==> src/rtl/ewrapper_tx_arbiter.sv <==
// Round-robin TX scheduler: frames each granted 104-bit packet as two 72-bit words (7F then FF frame byte).
// Word0 appears one edge after accept; TX_WAIT/elink_disable hold off new grants but never split a packet.
module ewrapper_tx_arbiter #(
  parameter int NREQ = 3,
  parameter int PW   = 104
) (
  input  logic              CLK_DIV_IN,
  input  logic              IO_RESET_N,
  input  logic [NREQ-1:0]   REQ_VALID,
  input  logic [NREQ*PW-1:0] REQ_PACKET,
  output logic [NREQ-1:0]   REQ_READY,
  input  logic              TX_WAIT,
  input  logic              elink_disable,
  output logic [71:0]       DATA_OUT_FROM_DEVICE,
  output logic              TX_BUSY
);

  localparam logic [1:0] ST_IDLE = 2'd0;
  localparam logic [1:0] ST_W0   = 2'd1;
  localparam logic [1:0] ST_W1   = 2'd2;

  logic [1:0]      state_q, state_d;
  logic [1:0]      last_grant_q, last_grant_d;
  // Only the tail of the {packet, 24'h0} frame needs holding; the head goes out directly on accept.
  logic [63:0]     hold_q, hold_d;
  logic [71:0]     data_q, data_d;
  logic            busy_q, busy_d;

  logic [1:0]      rr0, rr1, rr2, winner;
  logic            any_vld, accept_ok, accept;
  logic [NREQ-1:0] grant;
  logic [PW-1:0]   pkt_sel;

  always_comb begin
    rr0 = (last_grant_q == 2'd2) ? 2'd0 : last_grant_q + 2'd1;
    rr1 = (rr0 == 2'd2) ? 2'd0 : rr0 + 2'd1;
    rr2 = (rr1 == 2'd2) ? 2'd0 : rr1 + 2'd1;
    any_vld = |REQ_VALID;
    if (REQ_VALID[rr0])      winner = rr0;
    else if (REQ_VALID[rr1]) winner = rr1;
    else                     winner = rr2;
    grant = any_vld ? (3'b001 << winner) : 3'b000;
  end

  assign accept_ok = (state_q != ST_W0) & ~TX_WAIT & ~elink_disable & IO_RESET_N;
  assign REQ_READY = grant & {NREQ{accept_ok}};
  assign accept    = |REQ_READY;

  always_comb begin
    case (winner)
      2'd1:    pkt_sel = REQ_PACKET[2*PW-1:PW];
      2'd2:    pkt_sel = REQ_PACKET[3*PW-1:2*PW];
      default: pkt_sel = REQ_PACKET[PW-1:0];
    endcase
  end

  always_comb begin
    state_d      = state_q;
    last_grant_d = last_grant_q;
    hold_d       = hold_q;
    data_d       = data_q;
    busy_d       = busy_q;
    case (state_q)
      ST_W0: begin
        state_d = ST_W1;
        data_d  = {8'hFF, hold_q};
        busy_d  = 1'b1;
      end
      default: begin
        if (accept) begin
          state_d      = ST_W0;
          last_grant_d = winner;
          hold_d       = {pkt_sel[39:0], 24'h0};
          data_d       = {8'h7F, pkt_sel[103:40]};
          busy_d       = 1'b1;
        end else begin
          state_d = ST_IDLE;
          data_d  = 72'h0;
          busy_d  = 1'b0;
        end
      end
    endcase
  end

  always_ff @(posedge CLK_DIV_IN or negedge IO_RESET_N) begin
    if (!IO_RESET_N) begin
      state_q      <= ST_IDLE;
      last_grant_q <= 2'd2;
      hold_q       <= 64'h0;
      data_q       <= 72'h0;
      busy_q       <= 1'b0;
    end else begin
      state_q      <= state_d;
      last_grant_q <= last_grant_d;
      hold_q       <= hold_d;
      data_q       <= data_d;
      busy_q       <= busy_d;
    end
  end

  assign DATA_OUT_FROM_DEVICE = data_q;
  assign TX_BUSY              = busy_q;

endmodule

==> config.mk <==
export PLATFORM = sky130hd
export DESIGN_NAME = ewrapper_tx_arbiter
export DESIGN_NICKNAME = d
export VERILOG_FILES = /design/src/rtl/ewrapper_tx_arbiter.sv
export SDC_FILE = /design/constraint.sdc
export NUM_CORES = 1
export LEC_CHECK = 0
export ABC_CLOCK_PERIOD_IN_PS = 2430
export BUFFER_PORTS_ARGS = -buffer_cell sky130_fd_sc_hd__buf_2
export CAP_MARGIN = 10
export CORE_AREA = 2 2 155 157
export CTS_BUF_LIST = sky130_fd_sc_hd__clkbuf_2
export DETAILED_ROUTE_END_ITERATION = 10
export DIE_AREA = 0 0 157 159
export PLACE_DENSITY = 0.64
export SLEW_MARGIN = 15
export SYNTH_ARGS = -nofsm -noshare
export SYNTH_HDL_FRONTEND = slang
export SYNTH_SLANG_ARGS = --single-unit
==> constraint.sdc <==
create_clock -name CLK_DIV_IN -period 2.43 [get_ports CLK_DIV_IN]
set_input_delay 0.243 -clock CLK_DIV_IN [delete_from_list [all_inputs] [get_ports CLK_DIV_IN]]
set_output_delay 0.243 -clock CLK_DIV_IN [all_outputs]
set_load 0.005 [all_outputs]
==> impl_metrics.json <==
{
  "slowest_stage": "dfstp_2",
  "path_cells": "inv_1 -> o32a_1 -> buf_6 -> buf_12 -> ha_4 -> or3_4 -> nand4_4 -> inv_8 -> buf_12 -> mux2_4",
  "antenna_found_initial": 4,
  "drv_slew": 0,
  "path_max_fanout": 15,
  "ff2ff_setup_slack_ns": -0.21,
  "end_kind": "flop",
  "drt_iter0_markers": 564,
  "cts_max_level": 3,
  "synth_flop_cell": "dfrtp_1",
  "dp_hpwl_um": 15600,
  "holdWs_ns": 0.0774,
  "pwr_density_cell_mw_per_mm2": 872,
  "gp_congestion": 0.827,
  "synth.yosys.seq_area_share": 0.461,
  "crit_family": "flip-flops",
  "r2r-end": "hold_q[54]",
  "final_core_util": 0.492,
  "ioPinCount": 395,
  "rr_worst_depth": 10,
  "worstPathArrival_ns": 3.15,
  "drt-pass1-iter-count": 9,
  "drive_gt1_frac": 0.429,
  "critPathMaxStageDelay_ns": 0.61,
  "max_freq_ghz": 0.379,
  "grt_pass1_wl_um": 40500,
  "routedWlPerCell_um": 18.6,
  "cp.required_ns": 2.94,
  "tritoncts": "yes",
  "hold_depth": 4,
  "fin_nets": 1542,
  "grt_max_degree": 57,
  "placed_area_mm2": 0.00833,
  "clock-sinks": 109,
  "syn2layout_area_growth_pct": 92.4,
  "leakage_uw": 0.00558,
  "crit_type": "reg -> reg",
  "status": "finished, violations left",
  "synth_top_area_frac": 0.456,
  "synth_enable_flop_cells": 0,
  "globalRouteMet1Util": 0.240,
  "clockBufferDepth": 2,
  "initial_core_util": 0.255,
  "worst_slack_ns": -0.209,
  "die_x_um": 157,
  "port_buffers": 394,
  "grt_use_total": 0.213,
  "hp-class": "in -> reg",
  "die-height_um": 159,
  "synth.distinct_cells": 32,
  "cap_violations": 0,
  "clock_latency_ns": 0.61,
  "syn_inst": 599,
  "num_vias": 7595,
  "cts.clk_slew.worst_paths_ns": 0.32,
  "via_per_inst": 4.90,
  "grt-ovfl-total": 0,
  "synth-seq-cells": 109,
  "design_area_mm2": 0.0114,
  "layout_min_cycle_time_ns": 2.64,
  "synth_area_mm2": 0.00592,
  "synth_area_leaders": "dfrtp_1, a22oi_1, mux2_4",
  "yosys.area.top_type": "dfrtp_1",
  "die-area_mm2": 0.0250,
  "finalWirelength_um": 28900,
  "regToRegStartpoint": "last_grant_q[1]",
  "synth_commonest_cells": "dfrtp_1, a22oi_1, nor2_1",
  "synth_most_common_cell": "dfrtp_1",
  "hold_viol_final": 0,
  "grt.busiest_layer": "met2",
  "met2_usage": 0.382,
  "finalCritPeriodShare": 1.09,
  "crit_path_frequent_cell": "buf_12",
  "avgSynthCellArea_um2": 9.89,
  "cts_buffers": 9,
  "yosys_warnings": 0,
  "cts-root-buf": "clkbuf_2",
  "worst_pin_slew_ns": 0.674,
  "cp.buffers_inverters": 5,
  "async_flop_share": 1.00,
  "cp-start-kind": "flop",
  "rsz0062_at_grt": "yes",
  "violations": "setup timing",
  "rows": 56,
  "min_to": "hold_q[37]",
  "peakVddDrop_uv": 469,
  "slew_headroom": 0.550,
  "clock-skew-final_ns": 0.0310,
  "use_met3": 0.0414,
  "syn_nets": 921,
  "core_mm2": 0.0232,
  "min-delay-start": "REQ_PACKET[221]",
  "setup_viol": 82,
  "grt_pass1_vias": 7729,
  "drc_errors": 0,
  "antenna_left": 0
}
-- per-layer routing --
metal / vias to the layer above / share of wire
met5: - / 0
li1: 3481 / -
met2: 479 / 0.52
met1: 3526 / 0.37
met3: 109 / 0.075
met4: 0 / 0.039
-- how the worst max path moves through the flow --
stage               depth (start not counted)             from           end
finish                                     10  last_grant_q[1]    hold_q[54]
global placement                            9  last_grant_q[1]    hold_q[48]
floorplan                                  10  last_grant_q[1]    hold_q[36]
global route                                9  last_grant_q[1]  REQ_READY[2]
CTS                                         7  last_grant_q[1]  REQ_READY[0]
detailed placement                          9  last_grant_q[1]    hold_q[48]
-- what timing repair did --
item,CTS,global route
resized for setup,24,16
endpoints found under the setup margin,37,110
setup buffers,12,7
hold endpoints to repair,210,9
hold buffers,217,10
pin swaps,1,3
cloned,10,4
-- cells in the final DEF, fill, tap and decap left out, drive strengths merged, types with 3 or more instances in the layout --
cell,Yosys,routed
a22o,40,40
buf,26,444
a211oi,24,24
diode,0,5
inv,4,7
a21oi,80,80
nor2,104,104
ha,3,3
a22oi,104,104
dfrtp,108,108
clkinv,0,4
dlygate4sd3,0,227
and2,4,4
clkbuf,44,14
mux2,40,40
bufbuf,0,4
-- registers in the layout, summed over array words and instances (netlist names) --
name and flops:
last_grant_q 2, hold_q 40, DATA_OUT_FROM_DEVICE 66, state_q 1
-- where the power goes --
| part | switching, µW | internal (µW) | leakage (µW) |
|---|---|---|---|
| clock | 660 | 145 | 0.0000613 |
| combinational | 3230 | 3300 | 0.00409 |
| sequential | 274 | 2330 | 0.00143 |
| total | 4170 | 5770 | 0.00558 |
-- stage by stage --
| stage | std cells | setup TNS, ns | total power (µW) | setup WS [ns] |
|---|---|---|---|---|
| after floorplan | 599 | 0 | 5830 | 0.00812 |
| after global placement | 1268 | 0 | 7520 | 0.0414 |
| after detailed placement | 1268 | 0 | 7590 | 0.0210 |
| after CTS | 1523 | -9.54 | 9400 | -0.224 |
| after global routing | 1548 | -14.55 | 10600 | -0.312 |
| final | 1549 | -7.57 | 9940 | -0.209 |
-- cells by family after synthesis --
logic type / count (synthesis) / synth area share
and+or+nand+nor: 120 / 0.0860
adders and majority gates: 3 / 0.00634
buffers and inverters: 74 / 0.0583
DFF: 109 / 0.461
AOI/OAI and AO/OA: 252 / 0.294
muxes: 41 / 0.0948
-- worst min-delay path, delay by kind of cell --
kind | cells | cell delay [ns]
multiplexers | 1 | 0.15
AO/OA/AOI/OAI | 2 | 0.22
buffers and inverters | 1 | 0.08
-- area by class of cell --
cell class | instances | area [µm²]
Multi-Input combinational cell | 416 | 2930
Tap cell | 319 | 399
Clock buffer | 9 | 45.0
Timing Repair Buffer | 680 | 5210
Inverter | 4 | 22.5
Clock inverter | 7 | 48.8
Fill cell | 2047 | 11800
Sequential cell | 109 | 2730
Antenna cell | 5 | 12.5
Power figures use the tool's default switching activity.
